### src/rtl/window5x5_pkg.sv
// Shared constants and helpers for the 5x5 window generator.
// DATA_BITS default is common with the downstream conv filter.
package window5x5_pkg;
  localparam int K = 5;
  localparam int DATA_BITS_DEF = 8;
  localparam int IMG_W_DEF = 28;
  localparam int IMG_H_DEF = 28;

  function automatic int clog2(input int n);
    int r;
    r = 0;
    for (int i = 0; i < 31; i++)
      if ((1 << i) < n) r = i + 1;
    return (r < 1) ? 1 : r;
  endfunction

  localparam int COL_W_DEF = clog2(IMG_W_DEF);
  localparam int ROW_W_DEF = clog2(IMG_H_DEF);
endpackage

### src/rtl/window5x5_gen_line_buffer_row.sv
// One image-row delay: IMG_W x DATA_BITS memory.
// Synchronous write, combinational read.
module line_buffer_row #(
  parameter int DEPTH     = 28,
  parameter int DATA_BITS = 8,
  parameter int AW        = 5
) (
  input  logic                 clk,
  input  logic                 we_i,
  input  logic [AW-1:0]        addr_i,
  input  logic [DATA_BITS-1:0] wdata_i,
  output logic [DATA_BITS-1:0] rdata_o
);
  logic [DATA_BITS-1:0] mem_q [DEPTH];

  always_ff @(posedge clk) begin
    if (we_i) mem_q[addr_i] <= wdata_i;
  end

  assign rdata_o = mem_q[addr_i];
endmodule

### src/rtl/window5x5_gen.sv
// Streaming 5x5 sliding-window generator, raster input,
// emits windows only at fully populated positions.
module window5x5_gen
  import window5x5_pkg::*;
#(
  parameter int DATA_BITS = DATA_BITS_DEF,
  parameter int IMG_W     = IMG_W_DEF,
  parameter int IMG_H     = IMG_H_DEF
) (
  input  logic                        clk,
  input  logic                        rst,
  input  logic                        valid_in,
  input  logic signed [DATA_BITS-1:0] pixel_in,
  output logic                        valid_out,
  output logic signed [DATA_BITS-1:0] p00, p01, p02, p03, p04,
  output logic signed [DATA_BITS-1:0] p10, p11, p12, p13, p14,
  output logic signed [DATA_BITS-1:0] p20, p21, p22, p23, p24,
  output logic signed [DATA_BITS-1:0] p30, p31, p32, p33, p34,
  output logic signed [DATA_BITS-1:0] p40, p41, p42, p43, p44,
  output logic                        frame_done
);
  localparam int CW = clog2(IMG_W);
  localparam int RW = clog2(IMG_H);

  typedef logic signed [DATA_BITS-1:0] pix_t;

  logic [CW-1:0] col_q, col_d;
  logic [RW-1:0] row_q, row_d;
  logic          valid_q, valid_d;
  logic          fd_q, fd_d;
  logic          col_last, row_last;
  pix_t          win_q [K][K];
  logic [DATA_BITS-1:0] lb_rd [K-1];
  logic [DATA_BITS-1:0] lb_wd [K-1];

  // lb0 takes the new pixel; each deeper row takes the one above it
  always_comb begin
    lb_wd[0] = pixel_in;
    for (int i = 1; i < K - 1; i++)
      lb_wd[i] = lb_rd[i-1];
  end

  for (genvar g = 0; g < K - 1; g++) begin : g_lb
    line_buffer_row #(
      .DEPTH    (IMG_W),
      .DATA_BITS(DATA_BITS),
      .AW       (CW)
    ) u_lb (
      .clk    (clk),
      .we_i   (valid_in),
      .addr_i (col_q),
      .wdata_i(lb_wd[g]),
      .rdata_o(lb_rd[g])
    );
  end

  assign col_last = (col_q == CW'(IMG_W - 1));
  assign row_last = (row_q == RW'(IMG_H - 1));

  always_comb begin
    col_d   = col_q;
    row_d   = row_q;
    valid_d = 1'b0;
    fd_d    = 1'b0;
    if (valid_in) begin
      valid_d = (row_q >= RW'(K - 1)) && (col_q >= CW'(K - 1));
      fd_d    = col_last && row_last;
      if (col_last) begin
        col_d = '0;
        row_d = row_last ? '0 : row_q + RW'(1);
      end else begin
        col_d = col_q + CW'(1);
      end
    end
  end

  always_ff @(posedge clk or posedge rst) begin
    if (rst) begin
      col_q   <= '0;
      row_q   <= '0;
      valid_q <= 1'b0;
      fd_q    <= 1'b0;
    end else begin
      col_q   <= col_d;
      row_q   <= row_d;
      valid_q <= valid_d;
      fd_q    <= fd_d;
    end
  end

  always_ff @(posedge clk or posedge rst) begin
    if (rst) begin
      for (int r = 0; r < K; r++)
        for (int c = 0; c < K; c++)
          win_q[r][c] <= '0;
    end else if (valid_in) begin
      for (int r = 0; r < K; r++)
        for (int c = 0; c < K - 1; c++)
          win_q[r][c] <= win_q[r][c+1];
      // right column: oldest row on top, live pixel at the bottom
      for (int r = 0; r < K - 1; r++)
        win_q[r][K-1] <= pix_t'(lb_rd[K-2-r]);
      win_q[K-1][K-1] <= pixel_in;
    end
  end

  assign valid_out  = valid_q;
  assign frame_done = fd_q;

  assign p00 = win_q[0][0];
  assign p01 = win_q[0][1];
  assign p02 = win_q[0][2];
  assign p03 = win_q[0][3];
  assign p04 = win_q[0][4];
  assign p10 = win_q[1][0];
  assign p11 = win_q[1][1];
  assign p12 = win_q[1][2];
  assign p13 = win_q[1][3];
  assign p14 = win_q[1][4];
  assign p20 = win_q[2][0];
  assign p21 = win_q[2][1];
  assign p22 = win_q[2][2];
  assign p23 = win_q[2][3];
  assign p24 = win_q[2][4];
  assign p30 = win_q[3][0];
  assign p31 = win_q[3][1];
  assign p32 = win_q[3][2];
  assign p33 = win_q[3][3];
  assign p34 = win_q[3][4];
  assign p40 = win_q[4][0];
  assign p41 = win_q[4][1];
  assign p42 = win_q[4][2];
  assign p43 = win_q[4][3];
  assign p44 = win_q[4][4];
endmodule

### config.mk
export PLATFORM = sky130hd
export DESIGN_NAME = window5x5_gen
export DESIGN_NICKNAME = d
export VERILOG_FILES = /design/src/rtl/window5x5_pkg.sv /design/src/rtl/window5x5_gen_line_buffer_row.sv /design/src/rtl/window5x5_gen.sv
export SDC_FILE = /design/constraint.sdc
export NUM_CORES = 1
export LEC_CHECK = 0
export ABC_AREA = 1
export CAP_MARGIN = 0
export CORE_ASPECT_RATIO = 0.7
export CORE_UTILIZATION = 55
export CTS_CLUSTER_DIAMETER = 60
export CTS_CLUSTER_SIZE = 28
export DETAILED_ROUTE_END_ITERATION = 16
export GPL_TIMING_DRIVEN = 0
export PLACE_DENSITY_LB_ADDON = 0.12
export RECOVER_POWER = 50
export SLEW_MARGIN = 25
export SYNTH_ARGS = -nofsm -noshare
export SYNTH_HDL_FRONTEND = slang
export SYNTH_HIERARCHICAL = 1
export SYNTH_SLANG_ARGS = --single-unit
export TNS_END_PERCENT = 20
### constraint.sdc
create_clock -name clk -period 10.75 [get_ports clk]
set_input_delay 2.15 -clock clk [delete_from_list [all_inputs] [get_ports clk]]
set_output_delay 2.15 -clock clk [all_outputs]
set_load 0.1 [all_outputs]
==> flow_summary_export.csv <==
group,metric,value,unit
setup_path,worst_r2r_path_depth,12,
timing,clock_skew,0.03000,ns
synthesis,synth_top_cells_by_area,"edfxtp_1 59%, nand2_1 23%, dfrtp_1 12%",
clock_network,insertion_delay,0.69,ns
routing,m1WireLength,55.84,mm
global_route,grt_pass1_vias,29760,
cells_and_area,share_of_layout_cells_above_drive_strength_1,0.05441,
clock_network,cts-resized-gates,0,
cells_and_area,final_nets,4841,
routing,met2_wirelength,53.42,mm
cells_and_area,num_antenna_cells,0,
global_route,grtUsageTotal,0.2949,
clock_network,ctsHoldBuffers,0,
worst_hold_path,holdCritPathClass,"reg -> reg",
global_route,grt_first_pass_wirelength,186.5,mm
clock_network,clk_root_buffer_cell,"clkbuf_16",
synthesis,syn_nets,4572,
timing,worst-slew-pin-transition,2.268,ns
synthesis,syn_area,45970,um2
status,run_status,"finished, violations left",
clock_network,cts.sink_count,1108,
cells_and_area,n_fill_cell,6871,
synthesis,synth_largest_type_area_fraction,0.5853,
timing,timing.final.max_slew_violations,274,
floorplanning,dieArea,84760,um2
flow_run,maxCapViolations,9,
global_route,grt_antenna_before_repair,1,
synthesis,postSynthRegisterBits,1108,
global_route,grt_overflow_total,0,
floorplanning,placeableCoreArea,82580,um2
clock_network,clock_tree_from_tritoncts,"built",
placement,place.detailed.hpwl,82.66,mm
clock_network,cts-buffers-inserted,53,
clock_network,post-cts-setup-buffer-count,0,
cells_and_area,largest_register,"g_lb.u_lb/mem_q",
synthesis,post-synth-top-area-cell,"edfxtp_1",
setup_path,setup.worst_path.end_class,"flop",
setup_path,reg2reg_setup_slack,6.38,ns
routing,vias,32000,
cells_and_area,final-instance-count-excl-fill,5950,
power_and_ir_drop,p_leak,22.08,nW
setup_path,cp_max_fo,17,
timing,setup_tns,0,ns
floorplanning,floorplan.die.width,347.6,um
timing,max-slew-margin-rel,-0.5203,
timing,min_period_over_period,0.5021,
synthesis,netlist_instances,4557,
routing,detailedRoute.firstIterationViolations,3650,
routing,drt.antenna.violating_nets,0,
timing,finalSetupViolations,0,
cells_and_area,number_of_flip_flops_under_the_largest_register_name,896,
placement,dp.cells,5851,
floorplanning,chipHeight,243.9,um
setup_path,timing.setup.critical_path_class,"in -> reg",
synthesis,avgSynthCellArea,10.09,um2
routing,viasPerCell,5.379,
floorplanning,num_rows,88,
routing,highest-signal-layer,"met4",
global_route,pin_count_of_the_biggest_net_entering_global_routing,90,
synthesis,synth.distinct_cells,25,
routing,post_drt_wl_per_cell,20.89,um
setup_path,critical_path.endpoint,"p30[0]",
floorplanning,initial_core_utilization,0.5567,
clock_network,h_tree_depth,2,
clock_network,clk_path_buf_depth,3,
placement,gp_congestion,0.9381,
floorplanning,boundaryPins,213,
routing,drt_pre_antenna_iters,6,
setup_path,cp_data_required_time,11.32,ns
synthesis,ys.warnings.count,6,
cells_and_area,layout-area-overhead-vs-synth,11.24,%
timing,finalWorstPathRequiredPeriod,5.397,ns
power_and_ir_drop,worst_ir_drop_vdd,0.0002633,V
setup_path,startpoint_type,"input pin",
placement,port_buffers,212,
clock_network,clk_transition_reported_paths,0.10,ns
setup_path,crit_path_start,"valid_in",
routing,overall_routed_net_length,124.3,mm
setup_path,r2r-end,"g_lb[3].u_lb/mem_q[20][2]",
timing,max_clock_freq,0.1853,GHz
power_and_ir_drop,pwr_density_cell,298.7,nW/um2
status,violated_checks,"capacitance limit, slew limit",
setup_path,signal_arrival_time_at_the_worst_endpoint,5.97,ns
routing,drt_drc_violations_left,0,
timing,setup_repair_after_global_routing_missed_its_margin,"false",
routing,detailroute.wirelength.met3,12.82,mm
synthesis,synth_seq_area_share,0.7007,
setup_path,crit-reg2reg-launch,"col_q[0]",
timing,final-hold-violation-count,0,
==> layer usage <==
metal / global-route usage / vias up
met5: 0 / -
met3: 0.05352 / 153
met4: 0.05688 / 0
met2: 0.4341 / 1462
li1: - / 15110
met1: 0.4615 / 15280
==> Yosys cell counts (all sizes together) <==
cell / count
edfxtp: 896
ha: 4
dfrtp: 212
buf: 158
clkinv: 4
inv: 67
nand3b: 1
o21ai: 14
nand2: 2831
nand4: 3
nor2: 256
nor3: 28
nand3: 44
clkbuf: 36
a21oi: 3
==> area by class of cell <==
class / count / area, um2 / share of cell area
tap: 1080 / 1351 / 0.02643
sequential: 1108 / 32210 / 0.6299
timing repair buffer: 214 / 2116 / 0.04138
clock buffer: 67 / 1495 / 0.02924
inverter: 71 / 270.3 / 0.005285
clock inverter: 32 / 391.6 / 0.007658
buffer: 194 / 1044 / 0.02041
multi-input combinational: 3184 / 12260 / 0.2397
==> critical path, cell delays in order <==
cell	delay, ns
clkbuf_1	1.20
clkbuf_1	0.53
clkinvlp_2	0.65
clkbuf_1	0.66
clkbuf_1	0.50
nand2_1	0.17
nand2_1	0.06
==> cells in the final DEF, fill, tap and decap left out, types with 4 or more instances in the layout <==
cell type        count
inv_1               53
inv_2               11
clkinv_1             6
clkbuf_1            82
nor3_1               8
nor2_1             248
buf_4               31
nand2_1           2827
nor2_2               8
dfrtp_1            211
clkbuf_16           58
clkdlybuf4s50_1    201
o21ai_0             14
buf_2               82
inv_8                5
clkinvlp_4           4
bufinv_16            4
inv_6                6
edfxtp_1           896
ha_1                 4
buf_1                4
nor3_2              20
nand3_1             43
buf_6               13
==> report_power, final <==
| part | switching, W | internal (W) |
|---|---|---|
| clock network | 0.00142 | 0.00113 |
| registers | 0.000323 | 0.00610 |
| logic | 0.00513 | 0.00116 |
| total | 0.00688 | 0.00840 |
==> worst min-delay path by stage <==
stage,start,to,slack (ns),cells past startpoint
after floorplan,row_q[4],row_q[4],0.51,2
after global placement,p00[3],p00[3],0.45,2
after detailed placement,p00[3],p00[3],0.46,2
after CTS,p30[7],p30[7],0.48,2
after global routing,p20[5],p20[5],0.50,2
final,p00[3],p00[3],0.48,2
==> stage by stage <==
step	setup slack (ns)	hold slack, ns	area (um2)	power (W)	utilization
after floorplan	2.806	0.5113	45970	0.01037	-
after global placement	-0.6359	0.4524	49440	0.01265	0.5988
after detailed placement	6.243	0.4576	49520	0.01273	0.5996
after CTS	6.103	0.4823	51400	0.01524	0.6225
after global routing	5.323	0.5032	51140	0.01589	0.6192
final	5.353	0.4767	51140	0.01527	0.6192
==> kinds of logic after synthesis <==
| family | after synthesis | share of synthesized area |
|---|---|---|
| AND/OR/NAND/NOR | 3163 | 0.2639 |
| adder cells (fa/ha/maj) | 4 | 0.001089 |
| AO/OA/AOI/OAI | 17 | 0.001851 |
| flip-flops | 1108 | 0.7007 |
| buffers and inverters | 265 | 0.03247 |
(Power assumes the default switching activity.)
